<file path="config.mk">
export PLATFORM = sky130hd
export DESIGN_NAME = pipeline_hazard_ctrl_flat
export DESIGN_NICKNAME = d
export VERILOG_FILES = /design/src/rtl/pipeline_hazard_ctrl_if.sv /design/src/rtl/pipeline_hazard_ctrl.sv /design/src/flat_wrapper.sv
export SDC_FILE = /design/constraint.sdc
export NUM_CORES = 1
export LEC_CHECK = 0
export ABC_AREA = 1
export CORE_UTILIZATION = 26
export DETAILED_ROUTE_END_ITERATION = 8
export PLACE_DENSITY = 0.92
export SLEW_MARGIN = 20
export SYNTH_ARGS = -nofsm -noshare
export SYNTH_HDL_FRONTEND = slang
export SYNTH_SLANG_ARGS = --single-unit
</file>
<file path="constraint.sdc">
create_clock -name clk -period 1.2 [get_ports clk]
set_clock_uncertainty 0.2 [all_clocks]
set_input_delay 0.18 -clock clk [delete_from_list [all_inputs] [get_ports clk]]
set_output_delay 0.18 -clock clk [all_outputs]
set_load 0.005 [all_outputs]
</file>
<file path="src/rtl/pipeline_hazard_ctrl_if.sv">
// pipeline_hazard_ctrl_if: handshake, hazard and pipeline-control signals between the LC-3b datapath and its sequencer
interface pipeline_hazard_ctrl_if;
  logic imem_read, imem_resp, dmem_req, dmem_resp;
  logic [2:0] id_src1, id_src2, ex_dest;
  logic id_use_src1, id_use_src2, ex_mem_read, mem_redirect;
  logic load_pc, load_if_id, load_id_ex, load_ex_mem, load_mem_wb;
  logic clr_if_id, clr_id_ex, clr_ex_mem, imem_discard;
  modport master (
    output imem_read, imem_resp, dmem_req, dmem_resp, id_src1, id_src2, ex_dest,
           id_use_src1, id_use_src2, ex_mem_read, mem_redirect,
    input  load_pc, load_if_id, load_id_ex, load_ex_mem, load_mem_wb,
           clr_if_id, clr_id_ex, clr_ex_mem, imem_discard
  );
  modport slave (
    input  imem_read, imem_resp, dmem_req, dmem_resp, id_src1, id_src2, ex_dest,
           id_use_src1, id_use_src2, ex_mem_read, mem_redirect,
    output load_pc, load_if_id, load_id_ex, load_ex_mem, load_mem_wb,
           clr_if_id, clr_id_ex, clr_ex_mem, imem_discard
  );
endinterface

</file>
<file path="src/rtl/pipeline_hazard_ctrl.sv">
// pipeline_hazard_ctrl: LC-3b five-stage load/hold/bubble sequencer; HAZARD_PERF_CNT_EN adds stall/flush counters
module pipeline_hazard_ctrl #(
  parameter int CNT_W = 32
) (
  input  logic clk,
  input  logic reset,
  pipeline_hazard_ctrl_if.slave hz,
  output logic [CNT_W-1:0] stall_cycles,
  output logic [CNT_W-1:0] flush_count
);
  typedef enum logic {RUN, DRAIN} state_t;
  state_t state;
  logic imem_busy, dmem_busy, load_use, redirect, fe_stall;
  always_comb begin
    imem_busy = hz.imem_read & ~hz.imem_resp;
    dmem_busy = hz.dmem_req & ~hz.dmem_resp;
    load_use  = hz.ex_mem_read & ((hz.id_use_src1 & (hz.id_src1 == hz.ex_dest)) |
                                  (hz.id_use_src2 & (hz.id_src2 == hz.ex_dest)));
    redirect  = ~reset & ~dmem_busy & hz.mem_redirect;
    // DRAIN, load-use and an outstanding fetch all hold the front end and bubble ID/EX
    fe_stall  = ~reset & ~dmem_busy & ~hz.mem_redirect & ((state == DRAIN) | load_use | imem_busy);
    hz.load_pc      = ~reset & ~dmem_busy & ~fe_stall;
    hz.load_if_id   = hz.load_pc;
    hz.load_id_ex   = ~reset & ~dmem_busy;
    hz.load_ex_mem  = hz.load_id_ex;
    hz.load_mem_wb  = hz.load_id_ex;
    hz.clr_if_id    = reset | redirect;
    hz.clr_id_ex    = reset | redirect | fe_stall;
    hz.clr_ex_mem   = reset | redirect;
    hz.imem_discard = ~reset & (state == DRAIN) & hz.imem_resp;
  end
  always_ff @(posedge clk)
    if (reset) state <= RUN;
    else if (state == RUN) state <= (redirect & imem_busy) ? DRAIN : RUN;
    else state <= hz.imem_resp ? RUN : DRAIN;
`ifdef HAZARD_PERF_CNT_EN
  always_ff @(posedge clk)
    if (reset) begin
      stall_cycles <= '0;
      flush_count  <= '0;
    end else begin
      if (!hz.load_pc && !(&stall_cycles)) stall_cycles <= stall_cycles + CNT_W'(1);
      if (redirect && !(&flush_count)) flush_count <= flush_count + CNT_W'(1);
    end
`else
  assign stall_cycles = '0;
  assign flush_count  = '0;
`endif
endmodule

</file>
<file path="src/flat_wrapper.sv">
// flat-port wrapper written by rule: the top's interface ports become plain ports
module pipeline_hazard_ctrl_flat 
#(
  parameter int CNT_W = 32
)
  (clk, reset, stall_cycles, flush_count, hz_imem_read, hz_imem_resp, hz_dmem_req, hz_dmem_resp, hz_id_src1, hz_id_src2, hz_ex_dest, hz_id_use_src1, hz_id_use_src2, hz_ex_mem_read, hz_mem_redirect, hz_load_pc, hz_load_if_id, hz_load_id_ex, hz_load_ex_mem, hz_load_mem_wb, hz_clr_if_id, hz_clr_id_ex, hz_clr_ex_mem, hz_imem_discard);
  pipeline_hazard_ctrl_if hz_i ();
  input  logic clk;
  input  logic reset;
  output logic [CNT_W-1:0] stall_cycles;
  output logic [CNT_W-1:0] flush_count;
  input wire logic [$bits(hz_i.imem_read)-1:0] hz_imem_read;
  input wire logic [$bits(hz_i.imem_resp)-1:0] hz_imem_resp;
  input wire logic [$bits(hz_i.dmem_req)-1:0] hz_dmem_req;
  input wire logic [$bits(hz_i.dmem_resp)-1:0] hz_dmem_resp;
  input wire logic [$bits(hz_i.id_src1)-1:0] hz_id_src1;
  input wire logic [$bits(hz_i.id_src2)-1:0] hz_id_src2;
  input wire logic [$bits(hz_i.ex_dest)-1:0] hz_ex_dest;
  input wire logic [$bits(hz_i.id_use_src1)-1:0] hz_id_use_src1;
  input wire logic [$bits(hz_i.id_use_src2)-1:0] hz_id_use_src2;
  input wire logic [$bits(hz_i.ex_mem_read)-1:0] hz_ex_mem_read;
  input wire logic [$bits(hz_i.mem_redirect)-1:0] hz_mem_redirect;
  output wire logic [$bits(hz_i.load_pc)-1:0] hz_load_pc;
  output wire logic [$bits(hz_i.load_if_id)-1:0] hz_load_if_id;
  output wire logic [$bits(hz_i.load_id_ex)-1:0] hz_load_id_ex;
  output wire logic [$bits(hz_i.load_ex_mem)-1:0] hz_load_ex_mem;
  output wire logic [$bits(hz_i.load_mem_wb)-1:0] hz_load_mem_wb;
  output wire logic [$bits(hz_i.clr_if_id)-1:0] hz_clr_if_id;
  output wire logic [$bits(hz_i.clr_id_ex)-1:0] hz_clr_id_ex;
  output wire logic [$bits(hz_i.clr_ex_mem)-1:0] hz_clr_ex_mem;
  output wire logic [$bits(hz_i.imem_discard)-1:0] hz_imem_discard;
  assign hz_i.imem_read = hz_imem_read;
  assign hz_i.imem_resp = hz_imem_resp;
  assign hz_i.dmem_req = hz_dmem_req;
  assign hz_i.dmem_resp = hz_dmem_resp;
  assign hz_i.id_src1 = hz_id_src1;
  assign hz_i.id_src2 = hz_id_src2;
  assign hz_i.ex_dest = hz_ex_dest;
  assign hz_i.id_use_src1 = hz_id_use_src1;
  assign hz_i.id_use_src2 = hz_id_use_src2;
  assign hz_i.ex_mem_read = hz_ex_mem_read;
  assign hz_i.mem_redirect = hz_mem_redirect;
  assign hz_load_pc = hz_i.load_pc;
  assign hz_load_if_id = hz_i.load_if_id;
  assign hz_load_id_ex = hz_i.load_id_ex;
  assign hz_load_ex_mem = hz_i.load_ex_mem;
  assign hz_load_mem_wb = hz_i.load_mem_wb;
  assign hz_clr_if_id = hz_i.clr_if_id;
  assign hz_clr_id_ex = hz_i.clr_id_ex;
  assign hz_clr_ex_mem = hz_i.clr_ex_mem;
  assign hz_imem_discard = hz_i.imem_discard;
  pipeline_hazard_ctrl #(.CNT_W(CNT_W)) u_core (.clk(clk), .reset(reset), .hz(hz_i), .stall_cycles(stall_cycles), .flush_count(flush_count));
endmodule
</file>
=== After elaboration in Yosys (flattened, before gate mapping) ===
Cells that the tools add are included.
W data, S select, Z words.

* Input port bits: 19
* Output and inout port bits: 73
* Word-level logic and storage cells: 30
* Register bits: 1

* Muxes and demuxes: 3
* Eq/ne operators: 2
* Bitwise gates (word level): 24

{| class="wikitable"
|+ Operators by type and width
! cell !! number
|-
| $and A1 B1 Y1 || 13
|-
| $eq A3 B3 Y1 || 2
|-
| $not A1 Y1 || 6
|-
| $or A1 B1 Y1 || 5
|-
| $mux W1 || 3
|}

=== Logic depth before layout (Yosys ltp) ===
* Word-level depth: 9
* Gate-level depth with buffers: 10
* Gate-level depth less buffers: 10

=== Worst setup path before layout ===
OpenSTA, ideal clock, no wires.

* Kind: input port to output port
* Start point: in hz_id_src2[0]
* End point: out hz_load_pc
* Cell stages on the path: 10
* Setup slack: -0.046 ns
* Arrival: 0.866 ns
* Path buffers: 1
* Required time: 0.820 ns
* Path through: inv_1 -> nand2_1 -> nand2_1 -> nor2_1 -> nand2_1 -> nand2_1 -> nand2_1 -> nand2_1 -> a21oi_1 -> buf_4

* Cells in the longest elaborated chain, start to end: 9

{| class="wikitable"
|+ Ends and longest elaborated chain
! item !! RTL line !! RTL
|-
| from (decl) || flat_wrapper.sv:17 || <nowiki>input wire logic [$bits(hz_i.id_src2)-1:0] hz_id_src2;</nowiki>
|-
| $eq A3 B3 Y1 || pipeline_hazard_ctrl.sv:18 || <nowiki>(hz.id_use_src2 & (hz.id_src2 == hz.ex_dest)));</nowiki>
|-
| $and A1 B1 Y1 || pipeline_hazard_ctrl.sv:18 ||
|-
| $or A1 B1 Y1 || pipeline_hazard_ctrl.sv:17 || <nowiki>load_use = hz.ex_mem_read & ((hz.id_use_src1 & (hz.id_src1 == hz.ex_dest)) |</nowiki>
|-
| $and A1 B1 Y1 || pipeline_hazard_ctrl.sv:17 ||
|-
| $or A1 B1 Y1 (2 in a row) || pipeline_hazard_ctrl.sv:21 || <nowiki>fe_stall = ~reset & ~dmem_busy & ~hz.mem_redirect & ((state == DRAIN) | load_use | imem_busy);</nowiki>
|-
| $and A1 B1 Y1 || pipeline_hazard_ctrl.sv:21 ||
|-
| $not A1 Y1 || pipeline_hazard_ctrl.sv:22 || <nowiki>hz.load_pc = ~reset & ~dmem_busy & ~fe_stall;</nowiki>
|-
| $and A1 B1 Y1 || pipeline_hazard_ctrl.sv:22 ||
|-
| to (decl) || flat_wrapper.sv:23 || <nowiki>output wire logic [$bits(hz_i.load_pc)-1:0] hz_load_pc;</nowiki>
|}

Every way passes these cells.

=== Final worst setup path ===
* Start point: in hz_id_src1[1]
* End point: out hz_load_if_id

* Cells in the longest elaborated chain, start to end: 9

{| class="wikitable"
|+ Ends and longest elaborated chain
! item !! RTL line !! RTL
|-
| from (decl) || flat_wrapper.sv:16 || <nowiki>input wire logic [$bits(hz_i.id_src1)-1:0] hz_id_src1;</nowiki>
|-
| $eq A3 B3 Y1 || pipeline_hazard_ctrl.sv:17 ||
|-
| $and A1 B1 Y1 || pipeline_hazard_ctrl.sv:17 ||
|-
| $or A1 B1 Y1 || pipeline_hazard_ctrl.sv:17 ||
|-
| $and A1 B1 Y1 || pipeline_hazard_ctrl.sv:17 ||
|-
| $or A1 B1 Y1 (2 in a row) || pipeline_hazard_ctrl.sv:21 ||
|-
| $and A1 B1 Y1 || pipeline_hazard_ctrl.sv:21 ||
|-
| $not A1 Y1 || pipeline_hazard_ctrl.sv:22 ||
|-
| $and A1 B1 Y1 || pipeline_hazard_ctrl.sv:22 ||
|-
| to (decl) || flat_wrapper.sv:24 || <nowiki>output wire logic [$bits(hz_i.load_if_id)-1:0] hz_load_if_id;</nowiki>
|}

Every way passes these cells.

==> metrics <==
outcome=complete, but fails checks; failing checks=setup timing; fmax=0.759 GHz; top cells by area, synth=buf_4 (68%), nand2_1 (13%), inv_1 (8.0%), nor2_1 (4.5%), dfxtp_1 (2.7%); via density per instance=3.13; largest reg by FF count=u_core.state; max-slew violation count=0; Layout Nets=173; Synth area leader=buf_4; Synth Register Bits=1; total I/O pin count=92; full die area=3100 µm²; post-DP HPWL=1020 µm; max reg flops=1; Final Non-Filler Cells=183; Simple-Gate Fraction of Synth Area=18.2%; CP Launch Type=input pin; largest net degree at the start of global routing=5; CP required=0.82 ns; final setup fails=3; Syn Inst Count=125; hold depth=2; GRT Util Overall=6.99%; Pwr Total=0.272 mW; worst reg-to-reg path cell count=2; Initial DRC Count=9; core footprint=2730 µm²; Power Dens Cells=316 nW/µm²; drc violations=0; Initial Util=27.4%; register area share after synthesis=2.68%; Largest regs=u_core.state x1; Worst EP arrival=0.94 ns; Post-Synth Adder-Cell Area=0%; peak supply drop=0.126 mV; DRT Wirelength=1150 µm; share of cells above drive strength 1=41.4%; antenna cells=0; IO Port Bufs=27; Vias=573; vias in the first global route=433; Avg Inst Size Synth=5.99 µm²; die width=55.6 µm; ANT nets after route=0; max_cap viols=0; mux cell area share after synthesis=0%; # hold bufs at CTS=0; hold violation total from the final report=0; synth warn=0; grt total ovfl=0; Netlist cell types=9; Mapped Area=748 µm²; critical path class=in2out; clk_lat worst skew=0 ns; Clock Pin Slew Worst Setup and Hold Paths=0 ns; first-pass GRT wire length=1810 µm; Final Critical Period=1.32 ns; RSZ-0062 raised after global routing=true; Filler Cells Inserted=307; number of cells after detailed placement=182; peak fanout along the critical path=2; Initial DRT Pass Iterations=6; Min-Delay Path Class=in2reg; Synth top area share=68.2%; GP Congestion=0.636; Leakage Power=0.550 nW; area grow syn2layout=15.2%; row cnt=19; slack of the critical path=-0.117 ns; post-synthesis xor/xnor area fraction=0%; Compound-Gate Fraction of Synth Area=2.34%; chip height=55.6 µm; initial antenna violation count=0; WL/cell=6.29 µm; Final Cycle Share=110%; largest family of logic cells by synthesized area=buffers and inverters; CP Capture Type=output port
-- cells in the mapped netlist --
cell type / n
buf_4: 68
inv_1: 16
a211oi_1: 1
nor2_1: 9
dfxtp_1: 1
a21oi_1: 2
nand2_1: 26
conb_1: 1
nor3_1: 1
-- critical path, stage by stage --
cell and delay, ns:
buf_6 0.10, inv_2 0.03, nand2_1 0.05, nand2_2 0.07, nor2_2 0.04, nand2_1 0.05
nand2_1 0.04, nand2_1 0.06, nand2_2 0.06, a21oi_2 0.14, buf_2 0.12
-- cell type report --
class | count | area [µm²] | area share (%)
multi-input cells | 103 | 464 | 53.8
repair buffers | 32 | 262 | 30.3
inverters | 16 | 77.6 | 9.00
well taps | 31 | 38.8 | 4.50
flip-flops and latches | 1 | 20.0 | 2.32
-- power breakdown --
part	internal, mW	switching (mW)
logic	0.105	0.132
registers	0.0346	0.000431
clock network	0	0
-- path summary, 6_finish.rpt --
| kind | slack, ns | to | from |
|---|---|---|---|
| setup / recovery | -0.12 | hz_load_if_id | hz_id_src1[1] |
| hold / removal | 0.20 | u_core.state | hz_imem_resp |
| hold reg to reg | 0.33 | u_core.state | u_core.state |
| setup reg to reg | 0.29 | u_core.state | u_core.state |
-- kinds of logic (layout without fill, tap and decap cells) --
group	count (synthesis)	in the layout
DFF	1	1
buffers and inverters	84	48
other	1	64
and+or+nand+nor	36	36
AOI/OAI and AO/OA	3	3
-- timing repair --
item,CTS,global route
setup endpoints to repair,10,8
resized for setup,115,22
pin swaps,24,21
buffers inserted,1,0
-- metrics by stage --
stage	util (%)	hold WS, ns	setup TNS (ns)	instance area [µm²]	setup slack (ns)
2_1_floorplan	-	0.0528	0	1010	0.000241
3_3_place_gp	30.6	0.268	-8.08	837	-1.09
3_5_place_dp	30.6	0.283	-8.27	837	-1.11
4_1_cts	30.1	0.303	-0.554	823	-0.152
5_1_grt	31.5	0.212	-0.725	862	-0.222
6_report	31.5	0.197	-0.343	862	-0.117
-- per-layer routing --
layer	track usage, %	share of wire (%)	up-vias
met3	0.930	15	0
met5	0	0	-
met4	0	0	0
met2	14.5	55	51
met1	7.87	30	235
li1	-	-	287
-- placed cells by master, fill, tap and decap left out, drive strengths merged --
cell type	Yosys	layout
a211oi	1	1
inv	16	16
nor2	9	9
nand2	26	26
conb	1	64
clkbuf	0	3
clkdlybuf4s15	0	1
a21oi	2	2
buf	68	26
nor3	1	1
dfxtp	1	1
dlygate4sd2	0	2
Note: power is estimated with default switching activity, not from simulation.
